## config.mk

```make
export PLATFORM = sky130hd
export DESIGN_NAME = ram_fifo_ctrl
export DESIGN_NICKNAME = d
export VERILOG_FILES = /design/src/rtl/ram_fifo_ctrl_pkg.sv /design/src/rtl/ram_fifo_ctrl_wrap_ctr.sv /design/src/rtl/ram_fifo_ctrl.sv
export SDC_FILE = /design/constraint.sdc
export NUM_CORES = 1
export LEC_CHECK = 0
export ABC_AREA = 1
export CAP_MARGIN = 5
export CORE_MARGIN = 1
export CORE_UTILIZATION = 30
export CTS_BUF_LIST = sky130_fd_sc_hd__clkbuf_4 sky130_fd_sc_hd__clkbuf_8
export DETAILED_ROUTE_END_ITERATION = 8
export GPL_TIMING_DRIVEN = 0
export PLACE_DENSITY = 0.78
export SYNTH_ARGS = -nofsm -noshare
export SYNTH_HDL_FRONTEND = slang
export SYNTH_SLANG_ARGS = --single-unit
```

## constraint.sdc

```tcl
create_clock -name clk -period 2.35 [get_ports clk]
set_input_delay 0.5875 -clock clk [delete_from_list [all_inputs] [get_ports clk]]
set_output_delay 0.5875 -clock clk [all_outputs]
set_load 0.05 [all_outputs]
```

## src/rtl/ram_fifo_ctrl_pkg.sv

```systemverilog
// Shared definitions for the register-file RAM FIFO sequencer.
// State codes and the default RAM geometry.
package ram_fifo_ctrl_pkg;

    localparam int unsigned RAM_DW    = 16;
    localparam int unsigned RAM_AW    = 3;
    localparam int unsigned RAM_DEPTH = 1 << RAM_AW;

    typedef enum logic {
        StInit = 1'b0,
        StRun  = 1'b1
    } state_e;

endpackage

```

## src/rtl/ram_fifo_ctrl_wrap_ctr.sv

```systemverilog
// AW-bit wrapping counter with asynchronous active-low clear and increment enable.
// Used for the write pointer, read pointer and zero-sweep address.
module ram_fifo_ctrl_wrap_ctr #(
    parameter int unsigned AW = 3
) (
    input  logic          clk,
    input  logic          rst_n,
    input  logic          inc,
    output logic [AW-1:0] q
);

    logic [AW-1:0] cnt_q;

    always_ff @(posedge clk or negedge rst_n) begin
        if (!rst_n) begin
            cnt_q <= '0;
        end else if (inc) begin
            cnt_q <= cnt_q + AW'(1);
        end
    end

    assign q = cnt_q;

endmodule

```

## src/rtl/ram_fifo_ctrl.sv

```systemverilog
// Sequencer that drives the 8x16 register-file RAM as an 8-deep FIFO.
// Zeroes every RAM word after reset, then arbitrates push/pop onto the single shared address.
module ram_fifo_ctrl
    import ram_fifo_ctrl_pkg::*;
#(
    parameter int unsigned DW = RAM_DW,
    parameter int unsigned AW = RAM_AW
) (
    input  logic          clk,
    input  logic          rst_n,
    input  logic          push,
    input  logic [DW-1:0] push_data,
    output logic          push_ready,
    input  logic          pop,
    output logic          pop_ready,
    output logic [DW-1:0] pop_data,
    input  logic [DW-1:0] ram_rdata,
    output logic [DW-1:0] ram_wdata,
    output logic          ram_a2,
    output logic          ram_a1,
    output logic          ram_a0,
    output logic          ram_en,
    output logic [AW:0]   count,
    output logic          full,
    output logic          empty,
    output logic          init_done,
    output logic          overflow,
    output logic          underflow
);

    localparam int unsigned DEPTH     = 1 << AW;
    localparam logic [AW:0] FullCount = (AW + 1)'(DEPTH);
    localparam logic [AW-1:0] LastAddr = AW'(DEPTH - 1);

    state_e        state_q, state_d;
    logic [AW:0]   count_q, count_d;
    logic          full_q, empty_q, init_done_q, overflow_q, underflow_q;
    logic [AW-1:0] wr_ptr, rd_ptr, init_cnt, addr;
    logic          run, push_acc, pop_acc, init_last;

    ram_fifo_ctrl_wrap_ctr #(.AW(AW)) u_wr_ptr (
        .clk  (clk),
        .rst_n(rst_n),
        .inc  (push_acc),
        .q    (wr_ptr)
    );

    ram_fifo_ctrl_wrap_ctr #(.AW(AW)) u_rd_ptr (
        .clk  (clk),
        .rst_n(rst_n),
        .inc  (pop_acc),
        .q    (rd_ptr)
    );

    ram_fifo_ctrl_wrap_ctr #(.AW(AW)) u_init_cnt (
        .clk  (clk),
        .rst_n(rst_n),
        .inc  (~run),
        .q    (init_cnt)
    );

    always_comb begin
        run        = (state_q == StRun);
        // One RAM address per cycle: a pending pop blocks any push.
        pop_ready  = run & ~empty_q;
        push_ready = run & ~full_q & ~(pop & ~empty_q);
        pop_acc    = pop & pop_ready;
        push_acc   = push & push_ready;
        init_last  = (state_q == StInit) && (init_cnt == LastAddr);

        state_d = state_q;
        if (init_last) begin
            state_d = StRun;
        end

        count_d = count_q;
        if (push_acc) begin
            count_d = count_q + (AW + 1)'(1);
        end else if (pop_acc) begin
            count_d = count_q - (AW + 1)'(1);
        end

        if (!run) begin
            addr      = init_cnt;
            ram_en    = 1'b1;
            ram_wdata = '0;
        end else begin
            // Idle cycles park on the head so pop_data is always presented.
            addr      = push_acc ? wr_ptr : rd_ptr;
            ram_en    = push_acc;
            ram_wdata = push_data;
        end
    end

    always_ff @(posedge clk or negedge rst_n) begin
        if (!rst_n) begin
            state_q     <= StInit;
            count_q     <= '0;
            full_q      <= 1'b0;
            empty_q     <= 1'b1;
            init_done_q <= 1'b0;
            overflow_q  <= 1'b0;
            underflow_q <= 1'b0;
        end else begin
            state_q <= state_d;
            count_q <= count_d;
            full_q  <= (count_d == FullCount);
            empty_q <= (count_d == '0);
            if (init_last) begin
                init_done_q <= 1'b1;
            end
            if (run && push && full_q) begin
                overflow_q <= 1'b1;
            end
            if (run && pop && empty_q) begin
                underflow_q <= 1'b1;
            end
        end
    end

    assign ram_a2    = addr[2];
    assign ram_a1    = addr[1];
    assign ram_a0    = addr[0];
    assign pop_data  = ram_rdata;
    assign count     = count_q;
    assign full      = full_q;
    assign empty     = empty_q;
    assign init_done = init_done_q;
    assign overflow  = overflow_q;
    assign underflow = underflow_q;

endmodule

```

==> impl_metrics.csv <==
group,metric,value,unit
worst_hold_path,hold_class,"reg -> reg",
status,outcome,"completed",
layout,most-common-layout-cells,"54 x sky130_fd_sc_hd__nand2_1, 43 x sky130_fd_sc_hd__clkdlybuf4s50_1, 29 x sky130_fd_sc_hd__inv_1",
worst_setup_path,count_of_buffer_and_inverter_cells_on_the_critical_path,3,
pwr,power_share_of_the_combinational_group,63.4,%
layout,layout.nets,287,
layout,fin_util,55.0,%
pwr,ir_drop,0.474,mV
route,vias,1205,
worst_setup_path,critical_path.max_stage_delay,0.80,ns
floorplanning,die_w,66.2,um
route,drt_pre_antenna_iters,6,
synth,synth.ff_latch_count,18,
floorplanning,ioPinCount,83,
pwr,power_density,1010,mW/mm2
layout,multiInputGateArea,551,um2
global_route,pin_count_of_the_biggest_net_entering_global_routing,19,
global_route,antenna_found_initial,0,
sta,final_min_period_over_clock_period,96.9,%
clock_tree,cts.sinks,18,
floorplanning,floorplan.die.height,66.2,um
synth,syn-instance-count,166,
sta,drv_slew,0,
clock_tree,clkLatencyLatePin,0.25,ns
layout,num_antenna_cells,0,
worst_setup_path,timing.critical_path.slowest_stage_cell,"sky130_fd_sc_hd__clkdlybuf4s50_1",
pwr,power_switching_share,50.0,%
worst_setup_path,sort_of_element_at_the_start_of_the_critical_path,"flop",
layout,layout_commonest_cell,"sky130_fd_sc_hd__nand2_1",
pwr,internal_power,1.06,mW
floorplanning,core,0.00380,mm2
synth,syn-mean-instance-area,7.44,um2
global_route,gr-total-overflow,0,
synth,synth_warnings,0,
pwr,p_leak,1.13,nW
pwr,pwr-share-clk,11.0,%
placed_design,postPlaceCellArea,0.00199,mm2
pwr,net_switching_power_figure,1.06,mW
route,drt_iter0_markers,29,
clock_tree,clk_buf_depth,2,
placed_design,gpl.final_weighted_congestion,0.726,
worst_setup_path,worst-endpoint-required,1.76,ns
layout,fill_cells,363,
layout,layout.area.seq,453,um2
clock_tree,hold_buffers,0,
route,drt-total-wl,2.92,mm
sta,grt_setup_unrepaired,"no",
route,post_drt_via_cell_ratio,4.13,
worst_setup_path,end_kind,"output pin",
layout,layout-area-overhead-vs-synth,69.1,%
synth,mappedNetlistArea,0.00123,mm2
global_route,gr-usage-all-layers,13.4,%
worst_setup_path,critical_path.top_delay_family,"buffers and inverters",
sta,final_hold_viol_count,0,
synth,number_of_nets_produced_by_synthesis,208,
worst_setup_path,critical_path_data_arrival_time,1.69,ns
synth,synth.distinct_cells,24,
worst_setup_path,crit_chain,"buf_8 -> inv_6 -> nor2_1 -> clkdlybuf4s50_1",
synth,synth.yosys.seq_area_share,36.6,%
sta,fin_tns_setup,0,ns
global_route,grt_pass1_vias,1046,
floorplanning,placement_rows,22,
sta,worst_slew_pin_slew,0.810,ns
run,cap_viol_max_count,0,
worst_setup_path,worstPathMaxFanout,9,
sta,layout_min_cycle_time,2.28,ns
clock_tree,cts_tree,"built",
pwr,seqPwrFrac,25.6,%
layout,drive_above_1_share,28.3,%
route,wire_per_inst,10.0,um
global_route,first_pass_grt_wire_length,4.51,mm
floorplanning,floorplan.die_area,0.00438,mm2
route,ant_nets,0,
layout,stdcell_area,0.00209,mm2
placed_design,io_buf_count,66,
clock_tree,cts.clk_slew.worst_paths,0.06,ns
route,post-route-drc-count,0,
clock_tree,cts_root_buf,"sky130_fd_sc_hd__clkbuf_8",
floorplanning,floorplan.initialDensity,32.5,%
placed_design,hpwlAfterDp,2.34,mm
sta,setup_viol,0,
sta,max_freq,0.439,GHz
clock_tree,cts_made_buffers,3,
sta,relSlewSlack,45.8,%
worst_setup_path,crit_type,"reg -> out",
clock_tree,htree_levels,1,
sta,fin_skew,0.00125,ns
layout make-up:
class	count	share of cell area, %
plain buffers	20	7.55
clock buffers	4	2.34
inverters	31	5.93
multi-input cells	97	26.4
flip-flops and latches	18	21.7
well taps	48	2.88
repair buffers	74	33.3
per-stage QoR:
| step | hold slack [ns] | power, mW | setup slack, ns | std cells |
|---|---|---|---|---|
| after floorplan | 0.292 | 1.48 | -0.0417 | 166 |
| after detailed placement | 0.466 | 1.87 | -0.958 | 280 |
| after global routing | 0.496 | 2.27 | 0.00217 | 292 |
| after global placement | 0.451 | 1.84 | -0.940 | 280 |
| after CTS | 0.481 | 2.11 | 0.00145 | 286 |
| final | 0.477 | 2.12 | 0.0740 | 292 |
metal layers:
metal / wire [um] / vias up / track usage (%) / part of all wire (%)
li1: - / 635 / - / -
met1: 1210 / 518 / 15.9 / 41
met2: 1490 / 46 / 23.2 / 51
met3: 182 / 6 / 3.79 / 6.2
met4: 39 / 0 / 3.99 / 1.3
met5: 0 / - / 0 / 0
worst paths after layout:
kind                       slack, ns   endpoint  cells past startpoint  startpoint
max in group asynchronous       0.99  init_done                      1       rst_n
max reg2reg                     0.84      empty                      7   init_done
max                             0.07  pop_ready                      4   init_done
min in group asynchronous       0.80   count[3]                      1       rst_n
min reg2reg                     0.48   overflow                      1    overflow
min                             0.48   overflow                      1    overflow
power groups by stage:
| stage | Sequential [mW] | Clock, mW | Combinational, mW |
|---|---|---|---|
| 2_1_floorplan | 0.729 | 0 | 0.750 |
| 3_3_place_gp | 0.541 | 0 | 1.30 |
| 3_5_place_dp | 0.543 | 0 | 1.33 |
| 4_1_cts | 0.541 | 0.241 | 1.33 |
| 5_1_grt | 0.557 | 0.256 | 1.45 |
| 6_report | 0.542 | 0.233 | 1.34 |
registers in the layout, indices dropped and copies added, names as in the netlist:
register / count
count: 4
empty: 1
full: 1
init_done: 1
overflow: 1
u_init_cnt.q: 3
u_rd_ptr.q: 3
u_wr_ptr.q: 3
underflow: 1
synth_stat cells:
cell type	number	area share, %
sky130_fd_sc_hd__nor2_2	1	0.51
sky130_fd_sc_hd__buf_4	16	9.7
sky130_fd_sc_hd__ha_1	6	6.1
sky130_fd_sc_hd__nand4_1	1	0.51
sky130_fd_sc_hd__or2_2	2	1.0
sky130_fd_sc_hd__buf_6	2	1.8
sky130_fd_sc_hd__a22oi_1	1	0.61
sky130_fd_sc_hd__o21ai_0	2	0.81
sky130_fd_sc_hd__a31o_2	2	1.4
sky130_fd_sc_hd__nand2_1	57	17
sky130_fd_sc_hd__xnor2_1	3	2.1
sky130_fd_sc_hd__clkbuf_1	2	0.61
sky130_fd_sc_hd__dfstp_2	1	2.1
sky130_fd_sc_hd__nand3_2	1	0.81
sky130_fd_sc_hd__inv_6	1	0.71
sky130_fd_sc_hd__inv_1	29	8.8
sky130_fd_sc_hd__a21oi_2	2	1.4
sky130_fd_sc_hd__a21oi_1	4	1.6
sky130_fd_sc_hd__nor2_1	7	2.1
sky130_fd_sc_hd__inv_2	1	0.30
sky130_fd_sc_hd__nand3_1	5	2.0
sky130_fd_sc_hd__dfrtp_1	17	34
sky130_fd_sc_hd__xor2_1	2	1.4
sky130_fd_sc_hd__nor2_8	1	1.6
kinds of logic (layout without fill, tap and decap cells):
kind of cell | count (synthesis) | in the layout | share of synthesized area [%]
flops | 18 | 18 | 36.6
simple gates | 75 | 75 | 25.9
fa+ha+maj | 6 | 6 | 6.08
buf+inv | 51 | 129 | 22.0
compound gates | 11 | 11 | 5.88
xor+xnor | 5 | 5 | 3.55
repair_timing:
action,in CTS,in global routing
gates resized for setup,71,8
endpoints found under the setup margin,21,12
pin swaps,2,0
setup buffers,2,6
worst register-to-register path, cell delays in order (launching register included):
cell	delay [ns]
sky130_fd_sc_hd__dfrtp_2	0.37
sky130_fd_sc_hd__buf_8	0.13
sky130_fd_sc_hd__buf_4	0.11
sky130_fd_sc_hd__nand3_1	0.22
sky130_fd_sc_hd__nand2_1	0.17
sky130_fd_sc_hd__xor2_1	0.20
sky130_fd_sc_hd__nand2_1	0.11
sky130_fd_sc_hd__nor2_1	0.13
Note: power is estimated with default switching activity, not from simulation.
